### src/rtl/edge_scan_lr_if.sv
// Request/result handshake and pixel memory read port of the left/right edge finder.
// master = requester side (also supplies memory read data); slave = the edge finder.
interface edge_scan_lr_if #(
  parameter int X_SZ    = 3,
  parameter int Y_SZ    = 3,
  parameter int ADDR_SZ = 6,
  parameter int COL_SZ  = 3
) ();
  logic                start;
  logic [Y_SZ-1:0]     mostTop;
  logic [Y_SZ-1:0]     mostBottom;
  logic [X_SZ-1:0]     midPix;
  logic [ADDR_SZ-1:0]  mem_addr;
  logic                mem_rd;
  logic [COL_SZ-1:0]   mem_q;
  logic                busy;
  logic                done;
  logic                found;
  logic                err;
  logic [X_SZ-1:0]     mostLeft;
  logic [X_SZ-1:0]     mostRight;

  modport master (
    output start, mostTop, mostBottom, midPix, mem_q,
    input  mem_addr, mem_rd, busy, done, found, err, mostLeft, mostRight
  );

  modport slave (
    input  start, mostTop, mostBottom, midPix, mem_q,
    output mem_addr, mem_rd, busy, done, found, err, mostLeft, mostRight
  );
endinterface

### src/rtl/edge_scan_lr.sv
// Left/right extent finder: for every row in [mostTop, mostBottom] it walks right
// from midPix, then left from midPix-1, through a single read port with fixed
// read latency, and accumulates the widest foreground extent seen.
module edge_scan_lr #(
  parameter int IMG_W     = 6,
  parameter int IMG_H     = 6,
  parameter int X_SZ      = 3,
  parameter int Y_SZ      = 3,
  parameter int ADDR_SZ   = 6,
  parameter int COL_SZ    = 3,
  parameter int THRESHOLD = 0,
  parameter int RD_LAT    = 1
) (
  input logic           clk,
  input logic           reset,
  edge_scan_lr_if.slave bus
);
  localparam logic [2:0] S_IDLE     = 3'd0;
  localparam logic [2:0] S_CHECK    = 3'd1;
  localparam logic [2:0] S_R_ISSUE  = 3'd2;
  localparam logic [2:0] S_R_WAIT   = 3'd3;
  localparam logic [2:0] S_L_ISSUE  = 3'd4;
  localparam logic [2:0] S_L_WAIT   = 3'd5;
  localparam logic [2:0] S_NEXT_ROW = 3'd6;
  localparam logic [2:0] S_DONE     = 3'd7;

  localparam int               CNT_SZ   = (RD_LAT > 1) ? $clog2(RD_LAT) : 1;
  localparam logic [CNT_SZ-1:0] CNT_LAST = CNT_SZ'(RD_LAT - 1);
  localparam logic [CNT_SZ-1:0] CNT_ONE  = CNT_SZ'(1);
  localparam logic [X_SZ-1:0]   X_LAST   = X_SZ'(IMG_W - 1);
  localparam logic [X_SZ-1:0]   X_ONE    = X_SZ'(1);
  localparam logic [Y_SZ-1:0]   Y_ONE    = Y_SZ'(1);
  localparam logic [COL_SZ-1:0] BG       = COL_SZ'(THRESHOLD);
  localparam logic [31:0]       IMG_W_U  = IMG_W;
  localparam logic [31:0]       IMG_H_U  = IMG_H;

  logic [2:0]        state_q, state_d;
  logic [Y_SZ-1:0]   top_q, top_d, bot_q, bot_d, y_q, y_d;
  logic [X_SZ-1:0]   mid_q, mid_d, x_q, x_d;
  logic [CNT_SZ-1:0] cnt_q, cnt_d;
  logic [X_SZ-1:0]   acc_min_q, acc_min_d, acc_max_q, acc_max_d;
  logic              any_fg_q, any_fg_d;
  logic              busy_q, busy_d, done_q, done_d, found_q, found_d, err_q, err_d;
  logic [X_SZ-1:0]   left_q, left_d, right_q, right_d;

  logic              fg, last_wait, finish, finish_err, invalid;
  logic [X_SZ-1:0]   row_right, row_left;

  // Next-state, scan cursor and accumulator update
  always_comb begin
    state_d   = state_q;
    top_d     = top_q;
    bot_d     = bot_q;
    mid_d     = mid_q;
    x_d       = x_q;
    y_d       = y_q;
    cnt_d     = cnt_q;
    acc_min_d = acc_min_q;
    acc_max_d = acc_max_q;
    any_fg_d  = any_fg_q;
    busy_d    = busy_q;
    done_d    = 1'b0;
    found_d   = found_q;
    err_d     = err_q;
    left_d    = left_q;
    right_d   = right_q;
    finish     = 1'b0;
    finish_err = 1'b0;
    fg        = (bus.mem_q != BG);
    last_wait = (cnt_q == CNT_LAST);
    // Edge column if the current pixel terminates the walk
    row_right = fg ? X_LAST : (x_q - X_ONE);
    row_left  = fg ? '0 : (x_q + X_ONE);
    invalid   = (top_q > bot_q) || (32'(bot_q) >= IMG_H_U) || (32'(mid_q) >= IMG_W_U);

    case (state_q)
      S_IDLE: begin
        if (bus.start) begin
          top_d   = bus.mostTop;
          bot_d   = bus.mostBottom;
          mid_d   = bus.midPix;
          busy_d  = 1'b1;
          state_d = S_CHECK;
        end
      end
      S_CHECK: begin
        if (invalid) begin
          finish     = 1'b1;
          finish_err = 1'b1;
        end else begin
          y_d       = top_q;
          x_d       = mid_q;
          acc_min_d = X_LAST;
          acc_max_d = '0;
          any_fg_d  = 1'b0;
          state_d   = S_R_ISSUE;
        end
      end
      S_R_ISSUE: begin
        cnt_d   = '0;
        state_d = S_R_WAIT;
      end
      S_R_WAIT: begin
        if (!last_wait) begin
          cnt_d = cnt_q + CNT_ONE;
        end else if (!fg && (x_q == mid_q)) begin
          // Background seed: row contributes nothing, left walk skipped
          state_d = S_NEXT_ROW;
        end else if (fg && (x_q < X_LAST)) begin
          x_d     = x_q + X_ONE;
          state_d = S_R_ISSUE;
        end else begin
          any_fg_d = 1'b1;
          if (row_right > acc_max_q) acc_max_d = row_right;
          if (mid_q == '0) begin
            // Seed sits on the left border, nothing to walk
            acc_min_d = '0;
            state_d   = S_NEXT_ROW;
          end else begin
            x_d     = mid_q - X_ONE;
            state_d = S_L_ISSUE;
          end
        end
      end
      S_L_ISSUE: begin
        cnt_d   = '0;
        state_d = S_L_WAIT;
      end
      S_L_WAIT: begin
        if (!last_wait) begin
          cnt_d = cnt_q + CNT_ONE;
        end else if (fg && (x_q != '0)) begin
          x_d     = x_q - X_ONE;
          state_d = S_L_ISSUE;
        end else begin
          if (row_left < acc_min_q) acc_min_d = row_left;
          state_d = S_NEXT_ROW;
        end
      end
      S_NEXT_ROW: begin
        // Compare before incrementing so y never wraps at the top of its range
        if (y_q == bot_q) begin
          finish = 1'b1;
        end else begin
          y_d     = y_q + Y_ONE;
          x_d     = mid_q;
          state_d = S_R_ISSUE;
        end
      end
      S_DONE: begin
        state_d = S_IDLE;
      end
      default: begin
        state_d = S_IDLE;
      end
    endcase

    // Publish results on the edge into DONE so they are visible with the done pulse
    if (finish) begin
      state_d = S_DONE;
      busy_d  = 1'b0;
      done_d  = 1'b1;
      err_d   = finish_err;
      found_d = any_fg_q & ~finish_err;
      left_d  = found_d ? acc_min_q : '0;
      right_d = found_d ? acc_max_q : '0;
    end
  end

  // State and result registers with synchronous reset
  always_ff @(posedge clk) begin
    if (reset) begin
      state_q   <= S_IDLE;
      top_q     <= '0;
      bot_q     <= '0;
      mid_q     <= '0;
      x_q       <= '0;
      y_q       <= '0;
      cnt_q     <= '0;
      acc_min_q <= '0;
      acc_max_q <= '0;
      any_fg_q  <= 1'b0;
      busy_q    <= 1'b0;
      done_q    <= 1'b0;
      found_q   <= 1'b0;
      err_q     <= 1'b0;
      left_q    <= '0;
      right_q   <= '0;
    end else begin
      state_q   <= state_d;
      top_q     <= top_d;
      bot_q     <= bot_d;
      mid_q     <= mid_d;
      x_q       <= x_d;
      y_q       <= y_d;
      cnt_q     <= cnt_d;
      acc_min_q <= acc_min_d;
      acc_max_q <= acc_max_d;
      any_fg_q  <= any_fg_d;
      busy_q    <= busy_d;
      done_q    <= done_d;
      found_q   <= found_d;
      err_q     <= err_d;
      left_q    <= left_d;
      right_q   <= right_d;
    end
  end

  logic issuing;
  assign issuing      = (state_q == S_R_ISSUE) || (state_q == S_L_ISSUE);
  assign bus.mem_rd   = issuing;
  assign bus.mem_addr = issuing ? (ADDR_SZ'(y_q) * ADDR_SZ'(IMG_W) + ADDR_SZ'(x_q)) : '0;
  assign bus.busy      = busy_q;
  assign bus.done      = done_q;
  assign bus.found     = found_q;
  assign bus.err       = err_q;
  assign bus.mostLeft  = left_q;
  assign bus.mostRight = right_q;
endmodule

### src/flat_wrapper.sv
// flat-port wrapper written by rule: the top's interface ports become plain ports
module edge_scan_lr_flat 
#(
  parameter int IMG_W     = 6,
  parameter int IMG_H     = 6,
  parameter int X_SZ      = 3,
  parameter int Y_SZ      = 3,
  parameter int ADDR_SZ   = 6,
  parameter int COL_SZ    = 3,
  parameter int THRESHOLD = 0,
  parameter int RD_LAT    = 1
)
  (clk, reset, bus_start, bus_mostTop, bus_mostBottom, bus_midPix, bus_mem_q, bus_mem_addr, bus_mem_rd, bus_busy, bus_done, bus_found, bus_err, bus_mostLeft, bus_mostRight);
  edge_scan_lr_if #(.X_SZ(X_SZ), .Y_SZ(Y_SZ), .ADDR_SZ(ADDR_SZ), .COL_SZ(COL_SZ)) bus_i ();
  input logic clk;
  input logic reset;
  input wire logic [$bits(bus_i.start)-1:0] bus_start;
  input wire logic [$bits(bus_i.mostTop)-1:0] bus_mostTop;
  input wire logic [$bits(bus_i.mostBottom)-1:0] bus_mostBottom;
  input wire logic [$bits(bus_i.midPix)-1:0] bus_midPix;
  input wire logic [$bits(bus_i.mem_q)-1:0] bus_mem_q;
  output wire logic [$bits(bus_i.mem_addr)-1:0] bus_mem_addr;
  output wire logic [$bits(bus_i.mem_rd)-1:0] bus_mem_rd;
  output wire logic [$bits(bus_i.busy)-1:0] bus_busy;
  output wire logic [$bits(bus_i.done)-1:0] bus_done;
  output wire logic [$bits(bus_i.found)-1:0] bus_found;
  output wire logic [$bits(bus_i.err)-1:0] bus_err;
  output wire logic [$bits(bus_i.mostLeft)-1:0] bus_mostLeft;
  output wire logic [$bits(bus_i.mostRight)-1:0] bus_mostRight;
  assign bus_i.start = bus_start;
  assign bus_i.mostTop = bus_mostTop;
  assign bus_i.mostBottom = bus_mostBottom;
  assign bus_i.midPix = bus_midPix;
  assign bus_i.mem_q = bus_mem_q;
  assign bus_mem_addr = bus_i.mem_addr;
  assign bus_mem_rd = bus_i.mem_rd;
  assign bus_busy = bus_i.busy;
  assign bus_done = bus_i.done;
  assign bus_found = bus_i.found;
  assign bus_err = bus_i.err;
  assign bus_mostLeft = bus_i.mostLeft;
  assign bus_mostRight = bus_i.mostRight;
  edge_scan_lr #(.IMG_W(IMG_W), .IMG_H(IMG_H), .X_SZ(X_SZ), .Y_SZ(Y_SZ), .ADDR_SZ(ADDR_SZ), .COL_SZ(COL_SZ), .THRESHOLD(THRESHOLD), .RD_LAT(RD_LAT)) u_core (.clk(clk), .reset(reset), .bus(bus_i));
endmodule
### config.mk
export PLATFORM = sky130hd
export DESIGN_NAME = edge_scan_lr_flat
export DESIGN_NICKNAME = d
export VERILOG_FILES = /design/src/rtl/edge_scan_lr_if.sv /design/src/rtl/edge_scan_lr.sv /design/src/flat_wrapper.sv
export SDC_FILE = /design/constraint.sdc
export NUM_CORES = 1
export LEC_CHECK = 0
export CORE_ASPECT_RATIO = 1.1
export CORE_UTILIZATION = 61
export CTS_BUF_LIST = sky130_fd_sc_hd__clkbuf_8
export DETAILED_ROUTE_END_ITERATION = 8
export PLACE_DENSITY_LB_ADDON = 0.2
export SYNTH_ARGS = -nofsm -noshare
export SYNTH_HDL_FRONTEND = slang
export SYNTH_SLANG_ARGS = --single-unit
### constraint.sdc
create_clock -name clk -period 5.2 [get_ports clk]
set_input_delay 1.56 -clock clk [delete_from_list [all_inputs] [get_ports clk]]
set_output_delay 1.56 -clock clk [all_outputs]
set_load 0.01 [all_outputs]
==> run summary <==
Status: completed
Synth warnings: 0
CTS tree: built
Via/cell ratio: 5.88
CP Launch Type: flip-flop
Worst rel slew slack: 29.7%
WL/cell: 14.2 um
Worst flop-to-flop path endpoint: u_core.acc_max_q[1]
Die H: 66.6 um
CTS sink count: 35
Seq/Total Area, Yosys: 30.3%
Layout cells sized above 1: 6.27%
Num rows: 23
CP Launch Point: u_core.y_q[0]
Final WL: 5020 um
Clk_skew: 4.07 ps
First-pass DRT Iterations: 4
Post_cts resized: 0
Fmax: 0.243 GHz
Leakage: 0.00109 uW
# fillers: 309
Power density over cell area: 384 nW/um2
Max clock buf depth: 2
Vias in the first global route: 1,878
DRC violations left: 0
Worst-path fanout max: 7
Post-Syn Nets: 309
Dpl hpwl: 3760 um
Post-synthesis async set-or-reset flop share: 0%
R2R setup slack: 2610 ps
Mapped cell area: 2310 um2
H-tree depth: 2
Diodes inserted: 0
CP Capture Type: primary output
Initial Utilization: 63.8%
Slew @ Worst Pin: 1050 ps
Max Cap Viol: 0
Reg2Reg Launch Point: u_core.x_q[1]
Setup Fix Bufs, Post-CTS: 0
GPL Wtd Cong: 0.924
Pin count of the biggest net entering global routing: 29
Synthesized instance count: 274
Initial antenna violation count: 0
WP data required: 3640 ps
Pins Over Slew Limit: 0
Final setup fails: 0
Inserted Clock Buffers: 5
Area of the multi-input gates: 1480 um2
I/O pin total: 32
Clock transition at the registers of the reported paths: 70 ps
Die area: 4040 um2
Setup repair after global routing missed its margin: no
Skew-Pair Late Insertion Delay: 290 ps
Final worst-path cycle share: 79.2%
Root Driver: clkbuf_8
Global route total overflow: 0
Pre-CTS WS: 1200 ps
ANT nets after route: 0
Fin crit period: 4120 ps
R2r worst-path depth: 9
Main synth FF type: dfxtp_1
Post-synthesis register bit count: 35
Critical Path AT: 2560 ps
Tot GR Track Use: 28.0%
Peak supply drop: 245 uV
Core box area: 3630 um2
# hold bufs at CTS: 0
Port Buffers: 31
Sum Neg Setup Slack: 0 ps
Final Hold Fails: 0
Distinct cells, synth: 58
Critical path capture point: bus_mem_addr[5]
Die Span X: 60.7 um
Worst Path Class, Setup: flip-flop to primary output
Nets@finish: 337
Hold Crit Class: flip-flop to flip-flop
Syn Area/Cell: 8.44 um2
Post-synth EDFFs: 0
First-pass GRT wire length: 8410 um
Area growth, synth to finish: 17.4%
Vias after detailed routing: 2,075
Storage element area: 701 um2
Final WS setup: 1080 ps
Initial DRC Count: 135
-- how the worst min path moves through the flow --
stage,start,end,slack (ps),depth (start not counted)
2_1_floorplan,u_core.acc_max_q[2],u_core.acc_max_q[2],450,2
3_3_place_gp,u_core.bus.found,u_core.bus.found,430,1
3_5_place_dp,u_core.bus.found,u_core.bus.found,440,1
4_1_cts,u_core.bus.found,u_core.bus.found,460,1
5_1_grt,u_core.bus.found,u_core.bus.found,480,1
6_report,u_core.bus.found,u_core.bus.found,450,1
-- worst max-delay path, cell delays in order, from the launching register on --
cell and delay [ps]:
dfxtp_1 390, ha_1 300, fa_1 450, xnor2_1 170
nor3b_1 240, xor2_1 90, nor2_1 90, clkdlybuf4s50_1 540
-- final cells by class --
class / instances / share of cell area (%)
Sequential cell: 35 / 25.8
Clock inverter: 3 / 0.461
Timing Repair Buffer: 31 / 11.4
Multi-Input combinational cell: 208 / 54.6
Tap cell: 50 / 2.30
Clock buffer: 5 / 2.53
Inverter: 21 / 2.90
-- where the power goes --
part / switching [uW] / internal (uW)
Combinational: 256 / 204
Sequential: 82.0 / 318
Clock: 94.0 / 89.9
Total: 432 / 612
-- placed cells by master (no fill, tap or decap), drive strengths merged, types with 3 or more instances in the layout --
cell type      synthesis  final
xnor2                  7      7
dfxtp                 35     35
xor2                   7      7
nor2                  16     16
nor2b                  5      5
nand2                 34     34
a31oi                  7      7
a22o                   6      6
o21ai                  9      9
ha                    18     18
nand3b                 5      5
mux2i                  5      5
and3                   3      3
clkbuf                 6      5
a21oi                 21     21
nand3                  9      9
and2                   4      4
nor3b                  3      3
inv                   21     23
clkdlybuf4s50          0     31
nand2b                 4      4
nor3                   8      8
-- flip-flops by register name, summed over array words and instances, names as in the netlist, 3 cells and up --
name / flops
u_core.acc_max_q: 3
u_core.acc_min_q: 3
u_core.bot_q: 3
u_core.bus.mostLeft: 3
u_core.bus.mostRight: 3
u_core.mid_q: 3
u_core.state_q: 3
u_core.top_q: 3
u_core.x_q: 3
u_core.y_q: 3
-- layer usage --
metal  global-route usage [%]  wire length [um]
met5                        0                 0
met4                     9.94                87
met3                     5.05               216
met2                     45.3              2420
met1                     36.8              2300
-- stage by stage --
step / instance area, um2 / hold WS, ps / instances / total power (uW) / utilization [%]
detailed placement: 2640 / 443 / 345 / 858 / 72.7
global placement: 2640 / 432 / 345 / 847 / 72.7
CTS: 2720 / 459 / 353 / 1050 / 74.9
global route: 2720 / 481 / 353 / 1120 / 74.9
floorplan: 2310 / 447 / 274 / 734 / -
finish: 2720 / 454 / 353 / 1040 / 74.9
-- synth_stat cells (2+ instances only) --
master    count  area share, %
dfxtp_1      35             30
nand2_1      34            5.5
a21oi_1      21            4.5
inv_1        19            3.1
ha_1         18            9.7
nor2_1       16            2.6
nand3_1       9            1.9
a31oi_1       7            1.9
xnor2_1       7            2.7
xor2_1        7            2.7
a22o_1        6            2.3
clkbuf_1      6           0.97
o21ai_0       6            1.3
mux2i_1       5            2.2
nor2b_1       5            1.4
nor3_1        5            1.1
nand2b_1      4            1.1
nand3b_1      4            1.3
and2_1        3           0.81
and3_1        3           0.81
nor3_2        3            1.3
nor3b_1       3           0.97
a21o_1        2           0.65
a311oi_1      2           0.76
a32o_1        2           0.87
a41oi_1       2           0.76
buf_2         2           0.43
fa_1          2            1.7
inv_2         2           0.32
mux2_1        2           0.97
o21a_1        2           0.65
o21ai_1       2           0.43
o31ai_1       2           0.65
o32ai_1       2           0.76
-- cells by family (layout without fill, tap and decap cells) --
family | count (synthesis) | in the layout | share of synthesized area, %
muxes | 7 | 7 | 3.14
and+or+nand+nor | 99 | 99 | 24.0
buffers and inverters | 31 | 60 | 5.62
xor gates and xnor gates | 14 | 14 | 5.30
adders and majority gates | 20 | 20 | 11.5
DFF | 35 | 35 | 30.3
AOI/OAI and AO/OA | 68 | 68 | 20.2
No activity file was read; power rests on OpenSTA's default activity.
